`src/rtl/e203_ifu_fetch_bridge.sv`:
```
// Fetch bridge between the IFU fetch-PC stage and the ICB instruction bus.
// Latency: ICB response to ifu_rsp_valid is 1 cycle (0 cycles when E203_IFU_RSP_BYPASS_EN is defined).
// Backpressure: ifu_req_ready drops once reads in flight + pending discards + buffered responses reach OUTS_DEPTH.
//
// Optional feature macro: E203_IFU_RSP_BYPASS_EN. It forwards a live response straight to ifu_rsp_* when
// the response FIFO is empty and ifu_rsp_ready=1.
//
// Ports:
//   clk, rst                   clock, synchronous active-high reset
//   ifu_req_{valid,ready,pc}   fetch request from the PC stage (pc bit0 ignored)
//   ifu_rsp_{valid,ready,err,instr}
//                              in-order fetched instruction toward the IR stage
//   icb_cmd_{valid,ready,addr} ICB read command (word-aligned address)
//   icb_rsp_{valid,ready,err,rdata}
//                              ICB read response (ready tied high)
//   ifu_flush                  kill all older fetches
//   ifu_outs_empty             nothing in flight, nothing to discard, FIFO empty
module e203_ifu_fetch_bridge #(
  parameter int PC_SIZE    = 32,
  parameter int INSTR_SIZE = 32,
  parameter int OUTS_DEPTH = 2
) (
  input  logic                  clk,
  input  logic                  rst,
  input  logic                  ifu_req_valid,
  output logic                  ifu_req_ready,
  input  logic [PC_SIZE-1:0]    ifu_req_pc,
  output logic                  ifu_rsp_valid,
  input  logic                  ifu_rsp_ready,
  output logic                  ifu_rsp_err,
  output logic [INSTR_SIZE-1:0] ifu_rsp_instr,
  output logic                  icb_cmd_valid,
  input  logic                  icb_cmd_ready,
  output logic [PC_SIZE-1:0]    icb_cmd_addr,
  input  logic                  icb_rsp_valid,
  output logic                  icb_rsp_ready,
  input  logic                  icb_rsp_err,
  input  logic [INSTR_SIZE-1:0] icb_rsp_rdata,
  input  logic                  ifu_flush,
  output logic                  ifu_outs_empty
);

  localparam int PW = (OUTS_DEPTH > 1) ? $clog2(OUTS_DEPTH) : 1;
  localparam int CW = $clog2(OUTS_DEPTH + 1);
  localparam int SW = CW + 2;
  localparam int HW = INSTR_SIZE / 2;

  logic [CW-1:0] outs_cnt_q, outs_cnt_d;
  logic [CW-1:0] disc_cnt_q, disc_cnt_d;
  logic [CW-1:0] fifo_cnt_q, fifo_cnt_d;
  logic [PW-1:0] tag_wr_q, tag_wr_d, tag_rd_q, tag_rd_d;
  logic [PW-1:0] fifo_wr_q, fifo_wr_d, fifo_rd_q, fifo_rd_d;

  logic                  tag_mem_q  [OUTS_DEPTH];
  logic [INSTR_SIZE:0]   fifo_mem_q [OUTS_DEPTH];

  logic [SW-1:0]         used_sum;
  logic [SW-1:0]         pend_sum;
  logic                  credit;
  logic                  cmd_hs;
  logic                  rsp_live;
  logic                  rsp_drop;
  logic                  rsp_any;
  logic                  rsp_bypass;
  logic                  fifo_nempty;
  logic                  fifo_push;
  logic                  fifo_pop;
  logic [INSTR_SIZE-1:0] rsp_instr;
  logic [INSTR_SIZE:0]   out_dat;
  logic                  unused_pc0;

  function automatic logic [PW-1:0] ptr_inc(input logic [PW-1:0] p);
    if (p == PW'(OUTS_DEPTH - 1)) return '0;
    return p + 1'b1;
  endfunction

  assign unused_pc0 = ifu_req_pc[0];

  // Every slot that could still produce an output consumes a credit, so the
  // response FIFO can never overflow and the ICB side never needs backpressure.
  assign used_sum = SW'(outs_cnt_q) + SW'(disc_cnt_q) + SW'(fifo_cnt_q);
  assign pend_sum = SW'(outs_cnt_q) + SW'(disc_cnt_q);
  assign credit   = used_sum < SW'(OUTS_DEPTH);

  assign icb_cmd_valid = ~rst & ifu_req_valid & credit & ~ifu_flush;
  assign ifu_req_ready = ~rst & icb_cmd_ready & credit & ~ifu_flush;
  assign icb_cmd_addr  = {ifu_req_pc[PC_SIZE-1:2], 2'b00};
  assign icb_rsp_ready = 1'b1;
  assign cmd_hs        = icb_cmd_valid & icb_cmd_ready;

  // A response with nothing outstanding is a protocol error and is ignored.
  assign rsp_drop = icb_rsp_valid & (disc_cnt_q != '0);
  assign rsp_live = icb_rsp_valid & (disc_cnt_q == '0) & (outs_cnt_q != '0);
  assign rsp_any  = icb_rsp_valid & (pend_sum != '0);

  // Tag = PC[1] of the oldest live read: upper halfword is the instruction start.
  assign rsp_instr = tag_mem_q[tag_rd_q] ? {{HW{1'b0}}, icb_rsp_rdata[INSTR_SIZE-1:HW]}
                                         : icb_rsp_rdata;

  assign fifo_nempty = (fifo_cnt_q != '0);

`ifdef E203_IFU_RSP_BYPASS_EN
  assign rsp_bypass = ~rst & rsp_live & ~ifu_flush & ~fifo_nempty & ifu_rsp_ready;
`else
  assign rsp_bypass = 1'b0;
`endif

  assign fifo_push = rsp_live & ~ifu_flush & ~rsp_bypass;
  assign fifo_pop  = ~rst & fifo_nempty & ifu_rsp_ready;

  always_comb begin
    out_dat = '0;
    if (rst) begin
      out_dat = '0;
    end else if (fifo_nempty) begin
      out_dat = fifo_mem_q[fifo_rd_q];
    end else if (rsp_bypass) begin
      out_dat = {icb_rsp_err, rsp_instr};
    end
  end

  assign ifu_rsp_valid  = ~rst & (fifo_nempty | rsp_bypass);
  assign ifu_rsp_err    = out_dat[INSTR_SIZE];
  assign ifu_rsp_instr  = out_dat[INSTR_SIZE-1:0];
  assign ifu_outs_empty = (outs_cnt_q == '0) & (disc_cnt_q == '0) & (fifo_cnt_q == '0);

  always_comb begin
    outs_cnt_d = outs_cnt_q;
    disc_cnt_d = disc_cnt_q;
    fifo_cnt_d = fifo_cnt_q;
    tag_wr_d   = tag_wr_q;
    tag_rd_d   = tag_rd_q;
    fifo_wr_d  = fifo_wr_q;
    fifo_rd_d  = fifo_rd_q;
    if (ifu_flush) begin
      // Everything still on the bus becomes a discard, minus the response
      // arriving right now (which is dropped either way).
      outs_cnt_d = '0;
      disc_cnt_d = CW'(pend_sum - SW'(rsp_any));
      fifo_cnt_d = '0;
      tag_wr_d   = '0;
      tag_rd_d   = '0;
      fifo_wr_d  = '0;
      fifo_rd_d  = '0;
    end else begin
      outs_cnt_d = outs_cnt_q + CW'(cmd_hs) - CW'(rsp_live);
      disc_cnt_d = disc_cnt_q - CW'(rsp_drop);
      fifo_cnt_d = fifo_cnt_q + CW'(fifo_push) - CW'(fifo_pop);
      if (cmd_hs)    tag_wr_d  = ptr_inc(tag_wr_q);
      if (rsp_live)  tag_rd_d  = ptr_inc(tag_rd_q);
      if (fifo_push) fifo_wr_d = ptr_inc(fifo_wr_q);
      if (fifo_pop)  fifo_rd_d = ptr_inc(fifo_rd_q);
    end
  end

  always_ff @(posedge clk) begin
    if (rst) begin
      outs_cnt_q <= '0;
      disc_cnt_q <= '0;
      fifo_cnt_q <= '0;
      tag_wr_q   <= '0;
      tag_rd_q   <= '0;
      fifo_wr_q  <= '0;
      fifo_rd_q  <= '0;
    end else begin
      outs_cnt_q <= outs_cnt_d;
      disc_cnt_q <= disc_cnt_d;
      fifo_cnt_q <= fifo_cnt_d;
      tag_wr_q   <= tag_wr_d;
      tag_rd_q   <= tag_rd_d;
      fifo_wr_q  <= fifo_wr_d;
      fifo_rd_q  <= fifo_rd_d;
    end
  end

  // Storage needs no reset: contents are only observed through the counters.
  always_ff @(posedge clk) begin
    if (cmd_hs)    tag_mem_q[tag_wr_q]   <= ifu_req_pc[1];
    if (fifo_push) fifo_mem_q[fifo_wr_q] <= {icb_rsp_err, rsp_instr};
  end

`ifndef SYNTHESIS
  a_rsp_expected: assert property (@(posedge clk) disable iff (rst)
    icb_rsp_valid |-> ((outs_cnt_q != '0) || (disc_cnt_q != '0)));
`endif

endmodule

```
`config.mk`:
```
export PLATFORM = sky130hd
export DESIGN_NAME = e203_ifu_fetch_bridge
export DESIGN_NICKNAME = d
export VERILOG_FILES = /design/src/rtl/e203_ifu_fetch_bridge.sv
export SDC_FILE = /design/constraint.sdc
export NUM_CORES = 1
export LEC_CHECK = 0
export ABC_AREA = 1
export BUFFER_PORTS_ARGS = -buffer_cell sky130_fd_sc_hd__buf_2
export CORE_MARGIN = 1.5
export CORE_UTILIZATION = 52
export CTS_CLUSTER_SIZE = 25
export DETAILED_ROUTE_END_ITERATION = 8
export HOLD_SLACK_MARGIN = 0.03
export PLACE_DENSITY = 0.79
export SYNTH_ARGS = -nofsm -noshare
export SYNTH_HDL_FRONTEND = slang
export SYNTH_SLANG_ARGS = --single-unit
```
`constraint.sdc`:
```
create_clock -name clk -period 7.13 [get_ports clk]
set_input_delay 1.426 -clock clk [delete_from_list [all_inputs] [get_ports clk]]
set_output_delay 1.426 -clock clk [all_outputs]
set_load 0.05 [all_outputs]
```
==> results.env, run 1 <==
DOMINANTREGCELLSYNTH='sky130_fd_sc_hd__edfxtp_1'
TOPROUTINGLAYERUSED='met4'
GP_CONGESTION=0.834
DR_TOTAL_VIAS=2526
PORTION_OF_THE_POST_SYNTHESIS_AREA_USED_BY_SEQUENTIAL_ELEMENTS_PCT=56.1
CRIT_FANOUT=35
WORST-R2R-SETUP-SLACK_NS=4.16
SETUP_VIOL=0
TIGHTESTPINTRANSITION_NS=1.02
POST_SYNTH_MOST_FREQUENT_CELLS='68 x sky130_fd_sc_hd__edfxtp_1, 66 x sky130_fd_sc_hd__inv_1, 46 x sky130_fd_sc_hd__nor2_1'
MAX_CAP_VIOL_COUNT=0
TOTAL_POWER_mW=0.931
FINAL_NETS=505
CLOCK_LATENCY_NS=0.35
SYNTH.LARGEST_AREA_CELL='sky130_fd_sc_hd__edfxtp_1'
WORST_HOLD_PATH.NUM_CELLS=1
HTREE_LEVELS=3
SETUP_REPAIR_AFTER_GLOBAL_ROUTING_MISSED_ITS_MARGIN='false'
SLEW_VIOL_FINAL=0
WORST_PATH_CLASS_SETUP='primary input to output pin'
MAPPEDNETLISTAREA_MM2=0.00407
POST-SYNTH-TOP-COUNT-CELL='sky130_fd_sc_hd__edfxtp_1'
POSTCTSHOLDBUFS=0
LAYOUT-AREA-OVERHEAD-VS-SYNTH_PCT=10.5
PLACED_CELLS=514
WORSTSETUPSTARTPOINTTYPE='primary input'
GRT.OVERFLOW.TOTAL=0
FIRST_PASS_GRT_WIRE_LENGTH_MM=11.3
CRIT_REQUIRED_NS=5.70
POST-ROUTE-DRC-COUNT=0
RELSLEWSLACK_PCT=31.9
POSTSYNTHAREAPERCELL_UM2=10.7
CRITICAL_PATH.REG2REG.STARTPOINT='outs_cnt_q[0]'
TIMING.CRITICAL_PATH.TO_TYPE='output pin'
HPWL_MM=4.68
AVGROUTEDWIREPERCELL_UM=13.0
WORSTREG2REGEND='outs_cnt_q[1]'
NETLIST_INSTANCES=379
DETAIL_ROUTE.FIRST_PASS.ITERATIONS=4
HP-START='tag_rd_q'
FINAL_DESIGN_AREA_NO_FILL_MM2=0.00449
CORE-AREA_MM2=0.00765
DIE_AREA_MM2=0.00836
IR_WORST_VDD_V=0.0000966
POST-ROUTE-PERIOD-UTIL_PCT=58.3
ROUTE.ANTENNA.REMAINING_NETS=0
DRT_ITER0_DRC=78
WORST_HOLD_PATH_CLASS='flip-flop to flip-flop'
YOSYS.CELL_TYPES.COUNT=31
CLOCK_SINK_COUNT=80
TRITONCTS_CLOCK_TREE='yes'
MAX-CLOCK-PATH-BUFFERS=2
MET3ROUTEDLENGTH_UM=403
CTS.REPAIR_TIMING.SETUP_BUFFER_COUNT=0
POST_SYNTH_MAIN_AREA_CONTRIBUTORS='sky130_fd_sc_hd__edfxtp_1 50%, sky130_fd_sc_hd__mux2_1 9.1%, sky130_fd_sc_hd__buf_4 6.6%'
P_LEAK_nW=2.13
FINALSETUPTNS_NS=0
TIMING_HOLD_VIOLATIONS_FINAL=0
CP_DATA_ARRIVAL_TIME_NS=2.73
COUNT_OF_FLIP_FLOPS_WITH_A_BUILT_IN_ENABLE_AFTER_SYNTHESIS=68
ANTENNA_FOUND_INITIAL=0
SITE_ROW_COUNT=32
GRT_USAGE_PCT=17.4
FIRST_GLOBAL_VIAS=2581
WIRELENGTH_MET1_MM=2.94
TOTAL_CLOCK_BUFFERS_CREATED_BY_CTS=9
INITIAL_UTIL_PCT=53.2
REG2REG_DEPTH=10
VIASPERCELL=4.77
POST_DP_CELL_AREA_MM2=0.00427
MAX_FREQ_MHz=241
SYNTH_TOP_AREA_SHARE_PCT=50.2
DIE_HEIGHT_UM=91.4
NUM_IO_PINS=142
DETAIL_ROUTE.WIRELENGTH_MM=6.87
PORT_BUFFERS=77
YOSYS_REGISTER_BITS=80
ANTENNA_CELLS_INSERTED=0
CTS.ROOT.BUFFER_CELL='sky130_fd_sc_hd__clkbuf_8'
FINAL_CELL_COUNT_NO_FILL=530
DETAILROUTE.WIRELENGTH.MET2_MM=3.43
CTS.REPORTEDPATHS.CLKPINSLEW_NS=0.08
SYNTH.YOSYS.WARNINGS=0
CLOCK-SKEW-FINAL_NS=0.00931
POST_CTS.RESIZED_INSTANCES=0
POWERDENSITY_mW_PER_MM2=207
WORST_HOLD_SLACK_NS=0.471
ASYNC_FLOP_SHARE_PCT=0
LAYOUT_MIN_CYCLE_TIME_NS=4.16
DIE-WIDTH_UM=91.4
GRT_START_MAX_NET_PINS=49
RUN_STATUS='complete, no violations'
LAYOUT-DRIVE-GT1-SHARE_PCT=26.6
-- cells in the final DEF (no fill, tap or decap) --
cell and n:
sky130_fd_sc_hd__buf_2 77, sky130_fd_sc_hd__edfxtp_1 68, sky130_fd_sc_hd__inv_1 66, sky130_fd_sc_hd__nand2_1 45
sky130_fd_sc_hd__nor2_1 44, sky130_fd_sc_hd__mux2_1 33, sky130_fd_sc_hd__a21oi_1 16, sky130_fd_sc_hd__dfxtp_1 12
sky130_fd_sc_hd__a21oi_2 10, sky130_fd_sc_hd__clkbuf_8 9, sky130_fd_sc_hd__ha_1 8, sky130_fd_sc_hd__or2_1 4
sky130_fd_sc_hd__nor2_4 3, sky130_fd_sc_hd__xnor2_1 3, sky130_fd_sc_hd__conb_1 3, sky130_fd_sc_hd__clkinvlp_4 3
sky130_fd_sc_hd__nand2_2 2, sky130_fd_sc_hd__nand3_1 2, sky130_fd_sc_hd__inv_2 2, sky130_fd_sc_hd__clkinv_2 2
sky130_fd_sc_hd__o21bai_1 2, sky130_fd_sc_hd__fa_1 2, sky130_fd_sc_hd__bufinv_16 2, sky130_fd_sc_hd__mux2_4 1
sky130_fd_sc_hd__nor3b_1 1, sky130_fd_sc_hd__nand4_1 1, sky130_fd_sc_hd__nor4_1 1, sky130_fd_sc_hd__nor3_1 1
sky130_fd_sc_hd__xor2_1 1, sky130_fd_sc_hd__o21ai_1 1, sky130_fd_sc_hd__nor3_2 1, sky130_fd_sc_hd__clkinv_4 1
sky130_fd_sc_hd__buf_4 1
-- sequential cells by signal (all words and copies together), names as in the netlist, named ones only --
| register | cells |
|---|---|
| fifo_mem_q | 66 |
| outs_cnt_q | 2 |
| disc_cnt_q | 2 |
| fifo_wr_q | 1 |
| tag_wr_q | 1 |
| tag_mem_q | 2 |
| fifo_cnt_q | 2 |
| fifo_rd_q | 1 |
| tag_rd_q | 1 |
-- per-layer routing --
metal	up-vias	track usage, %
met1	1172	20.1
li1	1263	-
met4	0	7.81
met5	-	0
met2	78	30.7
met3	13	4.02
-- worst max path at each step --
stage / endpoint / depth (start not counted) / startpoint / slack (ns)
2_1_floorplan: icb_cmd_valid / 4 / ifu_flush / 2.79
3_3_place_gp: ifu_rsp_instr[21] / 5 / rst / 2.92
3_5_place_dp: ifu_rsp_instr[21] / 5 / rst / 2.93
6_report: ifu_rsp_instr[21] / 5 / rst / 2.97
4_1_cts: ifu_rsp_instr[21] / 5 / rst / 2.93
5_1_grt: ifu_rsp_instr[21] / 5 / rst / 2.82
-- logic make-up after synthesis --
group / after synthesis / synth area share (%)
flip-flops: 80 / 56.1
multiplexers: 34 / 9.51
XOR/XNOR: 4 / 0.862
AO/OA/AOI/OAI: 29 / 4.62
other: 2 / 0.185
AND/OR/NAND/NOR: 105 / 10.7
buffers and inverters: 115 / 14.6
adder cells (fa/ha/maj): 10 / 3.45
-- layout make-up --
| type | count | area, µm² |
|---|---|---|
| flip-flops and latches | 80 | 2280 |
| clock buffers | 9 | 124 |
| well taps | 102 | 128 |
| repair buffers | 78 | 393 |
| multi-input cells | 185 | 1210 |
| clock inverters | 7 | 96.3 |
| fillers | 659 | 3150 |
| inverters | 69 | 260 |
-- per-stage QoR --
stage,util [%],setup slack (ns)
6_report,58.8,2.97
2_1_floorplan,-,2.79
4_1_cts,58.8,2.93
3_3_place_gp,55.9,2.92
5_1_grt,58.8,2.82
3_5_place_dp,55.9,2.93
-- report_power, final --
| group | internal (mW) | total [mW] | switching, mW | leakage, nW |
|---|---|---|---|---|
| Sequential | 0.507 | 0.509 | 0.00177 | 0.712 |
| Combinational | 0.0225 | 0.0610 | 0.0385 | 1.32 |
| Clock | 0.197 | 0.360 | 0.164 | 0.101 |
| Total | 0.727 | 0.931 | 0.204 | 2.13 |
-- worst max-delay path, stage by stage --
cell and delay (ns):
sky130_fd_sc_hd__buf_2 0.12, sky130_fd_sc_hd__nor2_4 0.65, sky130_fd_sc_hd__nand2_1 0.17, sky130_fd_sc_hd__inv_1 0.09, sky130_fd_sc_hd__buf_2 0.26
Power figures use the tool's default switching activity.
==> run 2: changes to the inputs <==
ABC_AREA = 0   (was 1)
CORE_UTILIZATION = 49   (was 52)
PLACE_DENSITY = 0.75   (was 0.79)
clock period = 4.22 ns   (was 7.13 ns; I/O delays follow)
==> run 2 against run 1 <==
- global-route usage fell by 0.13 points
- worst setup slack got worse by 2.5 ns
- combinational power rose by 64%
- area after synthesis fell by 5.3%
- power rose by 74%
- via count fell by 12%
- register-to-register slack got worse by 3.3 ns
- critical path depth rose by 2
- critical path type is now flip-flop to output pin
- largest cell class unchanged
==> results.env, run 2 <==
CTS.REPAIR_TIMING.SETUP_BUFFER_COUNT=0  # unchanged
DIE_AREA_MM2=0.00840  # was 0.00836 mm²
LARGEST_REGISTER_BY_FLOP_COUNT='fifo_mem_q'  # unchanged
SITE_ROW_COUNT=32  # unchanged
DETAIL_ROUTE.FIRST_PASS.ITERATIONS=4  # unchanged
MAX-CLOCK-PATH-BUFFERS=2  # unchanged
AVGROUTEDWIREPERCELL_UM=15.4  # was 13.0 µm
LAYOUT-DRIVE-GT1-SHARE_PCT=35.1  # was 26.6%
CLOCK_SINK_COUNT=80  # unchanged
DIE-WIDTH_UM=91.6  # was 91.4 µm
WORST-R2R-SETUP-SLACK_NS=0.89  # was 4.16 ns
FIRST_PASS_GRT_WIRE_LENGTH_MM=11.0  # was 11.3 mm
LARGEST_REG_FLOPS=66  # unchanged
DIE_HEIGHT_UM=91.6  # was 91.4 µm
YOSYS.CELL_TYPES.COUNT=33  # was 31
RELSLEWSLACK_PCT=31.9  # about the same
TOTAL_CLOCK_BUFFERS_CREATED_BY_CTS=9  # unchanged
SETUP_REPAIR_AFTER_GLOBAL_ROUTING_MISSED_ITS_MARGIN='false'  # unchanged
GRT_START_MAX_NET_PINS=35  # was 49
MAPPEDNETLISTAREA_MM2=0.00385  # was 0.00407 mm²
TIMING.CRITICAL_PATH.MAX_DELAY_FAMILY='adder cells'  # was simple AND/OR/NAND/NOR gates
CRIT_START='disc_cnt_q[0]'  # was rst
TIMING_HOLD_VIOLATIONS_FINAL=0  # unchanged
POST-ROUTE-DRC-COUNT=0  # unchanged
ANTENNA_CELLS_INSERTED=0  # unchanged
P_LEAK_nW=1.68  # was 2.13 nW
CLOCK_LATENCY_NS=0.35  # about the same
CRIT_PATH_FREQUENT_CELL='sky130_fd_sc_hd__fa_1'  # was sky130_fd_sc_hd__buf_2
GRT.OVERFLOW.TOTAL=0  # unchanged
CRITICAL_PATH.REG2REG.STARTPOINT='disc_cnt_q[0]'  # was outs_cnt_q[0]
POST_SYNTH_MOST_FREQUENT_CELLS='68 x sky130_fd_sc_hd__edfxtp_1, 46 x sky130_fd_sc_hd__nor2_1, 36 x sky130_fd_sc_hd__buf_4'  # was 68 x sky130_fd_sc_hd__edfxtp_1, 66 x sky130_fd_sc_hd__inv_1, 46 x sky130_fd_sc_hd__nor2_1
GP_CONGESTION=0.751  # was 0.834
NETLIST_INSTANCES=292  # was 379
MOSTFREQUENTLAYOUTCELLS='77 x sky130_fd_sc_hd__buf_2, 68 x sky130_fd_sc_hd__edfxtp_1, 44 x sky130_fd_sc_hd__nor2_1'  # was 77 x sky130_fd_sc_hd__buf_2, 68 x sky130_fd_sc_hd__edfxtp_1, 66 x sky130_fd_sc_hd__inv_1
CP_NUM_BUF_INV=1  # was 3
DRT_ITER0_DRC=69  # was 78
NUM-FILL-CELLS=688  # was 659
CRIT_FANOUT=6  # was 35
MAX_FREQ_MHz=265
FINALSETUPTNS_NS=0  # unchanged
ASYNC_FLOP_SHARE_PCT=0  # unchanged
CRIT_REQUIRED_NS=3.38  # was 5.70 ns
FINAL-SEQ-AREA_MM2=0.00228  # about the same
CP_DATA_ARRIVAL_TIME_NS=2.93  # was 2.73 ns
SETUP_VIOL=0  # unchanged
CRIT_CELLS=7  # was 5
TIGHTESTPINTRANSITION_NS=1.00  # was 1.02 ns
ANTENNA_FOUND_INITIAL=0  # unchanged
ROUTE.ANTENNA.REMAINING_NETS=0  # unchanged
POST_PLACE_SETUP_SLACK_NS=0.806  # was 2.93 ns
DOMINANTREGCELLSYNTH='sky130_fd_sc_hd__edfxtp_1'  # unchanged
RUN_STATUS='complete, no violations'  # unchanged
CTS.ROOT.BUFFER_CELL='sky130_fd_sc_hd__clkbuf_8'  # unchanged
NUM_IO_PINS=142  # unchanged
REG2REG_DEPTH=12  # was 10
CRITICAL_PATH.SLOWEST_CELL='sky130_fd_sc_hd__fa_1'  # was sky130_fd_sc_hd__nor2_4
WORSTREG2REGEND='outs_cnt_q[1]'  # unchanged
SYNTH.YOSYS.WARNINGS=0  # unchanged
TRITONCTS_CLOCK_TREE='yes'  # unchanged
IR_WORST_VDD_V=0.000194  # was 0.0000966 V
MOST_FREQUENT_STANDARD_CELL_IN_THE_LAYOUT_EXCLUDING_FILL_AND_TAP_CELLS='sky130_fd_sc_hd__buf_2'  # unchanged
GRT_USAGE_PCT=17.3  # was 17.4%
HTREE_LEVELS=3  # unchanged
YOSYS_REGISTER_BITS=80  # unchanged
WORSTSETUPSTARTPOINTTYPE='flip-flop'  # was primary input
INITIAL_UTIL_PCT=50.3  # was 53.2%
POST_SYNTH_MAIN_AREA_CONTRIBUTORS='sky130_fd_sc_hd__edfxtp_1 53%, sky130_fd_sc_hd__mux2i_1 8.6%, sky130_fd_sc_hd__buf_4 7.0%'  # was sky130_fd_sc_hd__edfxtp_1 50%, sky130_fd_sc_hd__mux2_1 9.1%, sky130_fd_sc_hd__buf_4 6.6%
POWERDENSITY_mW_PER_MM2=374  # was 207 mW/mm²
FINAL_DESIGN_AREA_NO_FILL_MM2=0.00433  # was 0.00449 mm²
MAX_CAP_VIOL_COUNT=0  # unchanged
WORST_PATH_CLASS_SETUP='flip-flop to output pin'  # was primary input to output pin
BIGGEST_CELL_DELAY_ALONG_THE_CRITICAL_PATH_NS=0.51  # was 0.65 ns
DETAIL_ROUTE.WIRELENGTH_MM=6.83  # was 6.87 mm
POSTCTSHOLDBUFS=0  # unchanged
PORTION_OF_THE_POST_SYNTHESIS_AREA_USED_BY_SEQUENTIAL_ELEMENTS_PCT=59.3  # was 56.1%
SYNTH.LARGEST_AREA_CELL='sky130_fd_sc_hd__edfxtp_1'  # unchanged
POST_DP_CELL_AREA_MM2=0.00409  # was 0.00427 mm²
CORE-AREA_MM2=0.00765  # unchanged
POST-ROUTE-PERIOD-UTIL_PCT=89.5
MULTI_INPUT_AREA_MM2=0.00126  # was 0.00121 mm²
DR_TOTAL_VIAS=2227  # was 2,526
CTS.REPORTEDPATHS.CLKPINSLEW_NS=0.08  # about the same
POST_CTS.RESIZED_INSTANCES=0  # unchanged
HPWL_MM=4.51  # was 4.68 mm
CLOCK-SKEW-FINAL_NS=0.0129  # was 0.00931 ns
LAYOUT-AREA-OVERHEAD-VS-SYNTH_PCT=12.4  # was 10.5%
FINAL_NETS=419  # was 505
CRIT_END='ifu_req_ready'  # was ifu_rsp_instr[21]
SYNTH_TOP_AREA_SHARE_PCT=53.0  # was 50.2%
SLEW_VIOL_FINAL=0  # unchanged
POSTSYNTHAREAPERCELL_UM2=13.2  # was 10.7 µm²
TIMING.CRITICAL_PATH.TO_TYPE='output pin'  # unchanged
LAYOUT_MIN_CYCLE_TIME_NS=3.77
WORST_HOLD_PATH_CLASS='flip-flop to flip-flop'  # unchanged
WORST_SLACK_NS=0.445  # was 2.97 ns
FIRST_GLOBAL_VIAS=2340  # was 2,581
TOTAL_POWER_mW=1.62  # was 0.931 mW
PORT_BUFFERS=77  # unchanged
POST-SYNTH-TOP-COUNT-CELL='sky130_fd_sc_hd__edfxtp_1'  # unchanged
COUNT_OF_FLIP_FLOPS_WITH_A_BUILT_IN_ENABLE_AFTER_SYNTHESIS=68  # unchanged
VIASPERCELL=5.02  # was 4.77
CRITICAL_PATH.CELL_CHAIN='ha_1 > fa_1 > fa_1 > nor2b_1 > a2111oi_4 > and3_1 > buf_2'  # was buf_2 > nor2_4 > nand2_1 > inv_1 > buf_2
-- run 2: cell count changes after synthesis, moves of 3 or more --
cell / delta
sky130_fd_sc_hd__clkbuf_1: +5
sky130_fd_sc_hd__a21oi_2: -10
sky130_fd_sc_hd__xnor2_1: +3
sky130_fd_sc_hd__mux2_1: -33
sky130_fd_sc_hd__nand2_1: -44
sky130_fd_sc_hd__a21oi_1: -15
sky130_fd_sc_hd__or2_1: -4
sky130_fd_sc_hd__mux2i_1: +33
sky130_fd_sc_hd__buf_2: -4
sky130_fd_sc_hd__inv_1: -60
sky130_fd_sc_hd__and2_1: +21
sky130_fd_sc_hd__mux2_2: +16
-- run 2: layout make-up --
type | instances | share of cell area [%]
clock inverters | 6 | 2.49
clock buffers | 10 | 2.95
flip-flops and latches | 80 | 52.8
well taps | 102 | 2.95
inverters | 7 | 0.607
multi-input cells | 161 | 29.1
repair buffers | 78 | 9.08
-- run 2: how the worst min path moves through the flow --
stage	startpoint	endpoint	slack (ns)	cells after the start
CTS	tag_wr_q	tag_wr_q	0.51	1
floorplan	tag_wr_q	tag_wr_q	0.46	1
global route	tag_wr_q	tag_wr_q	0.53	1
finish	tag_wr_q	tag_wr_q	0.50	1
global placement	tag_wr_q	tag_wr_q	0.47	1
detailed placement	tag_wr_q	tag_wr_q	0.49	1
-- run 2: report_power, final --
part	switching [mW]	internal (mW)	total [mW]
combinational	0.0556	0.0442	0.0998
sequential	0.00541	0.859	0.864
clock	0.265	0.391	0.656
total	0.326	1.29	1.62
-- run 2: cells by family after synthesis --
logic type	Yosys count	share of synthesized area, %
DFF	80	59.3
and+or+nand+nor	80	10.2
buffers and inverters	52	8.68
muxes	50	13.6
adders and majority gates	10	3.64
AOI/OAI and AO/OA	9	2.37
xor gates and xnor gates	9	2.05
other	2	0.195
-- run 2: layer usage --
layer  track usage (%)  wire, µm  vias up
met1              20.7      2890     1074
met4              8.46       150        0
met2              29.4      3460       57
li1                  -         -     1070
met5                 0         0        -
met3              3.81       326       26
-- run 2: per-stage QoR --
step           std cells  hold slack, ns  util (%)
2_1_floorplan        293           0.460         -
3_3_place_gp         428           0.470      53.5
3_5_place_dp         428           0.487      53.5
4_1_cts              444           0.506      56.6
5_1_grt              444           0.527      56.6
6_report             444           0.501      56.6
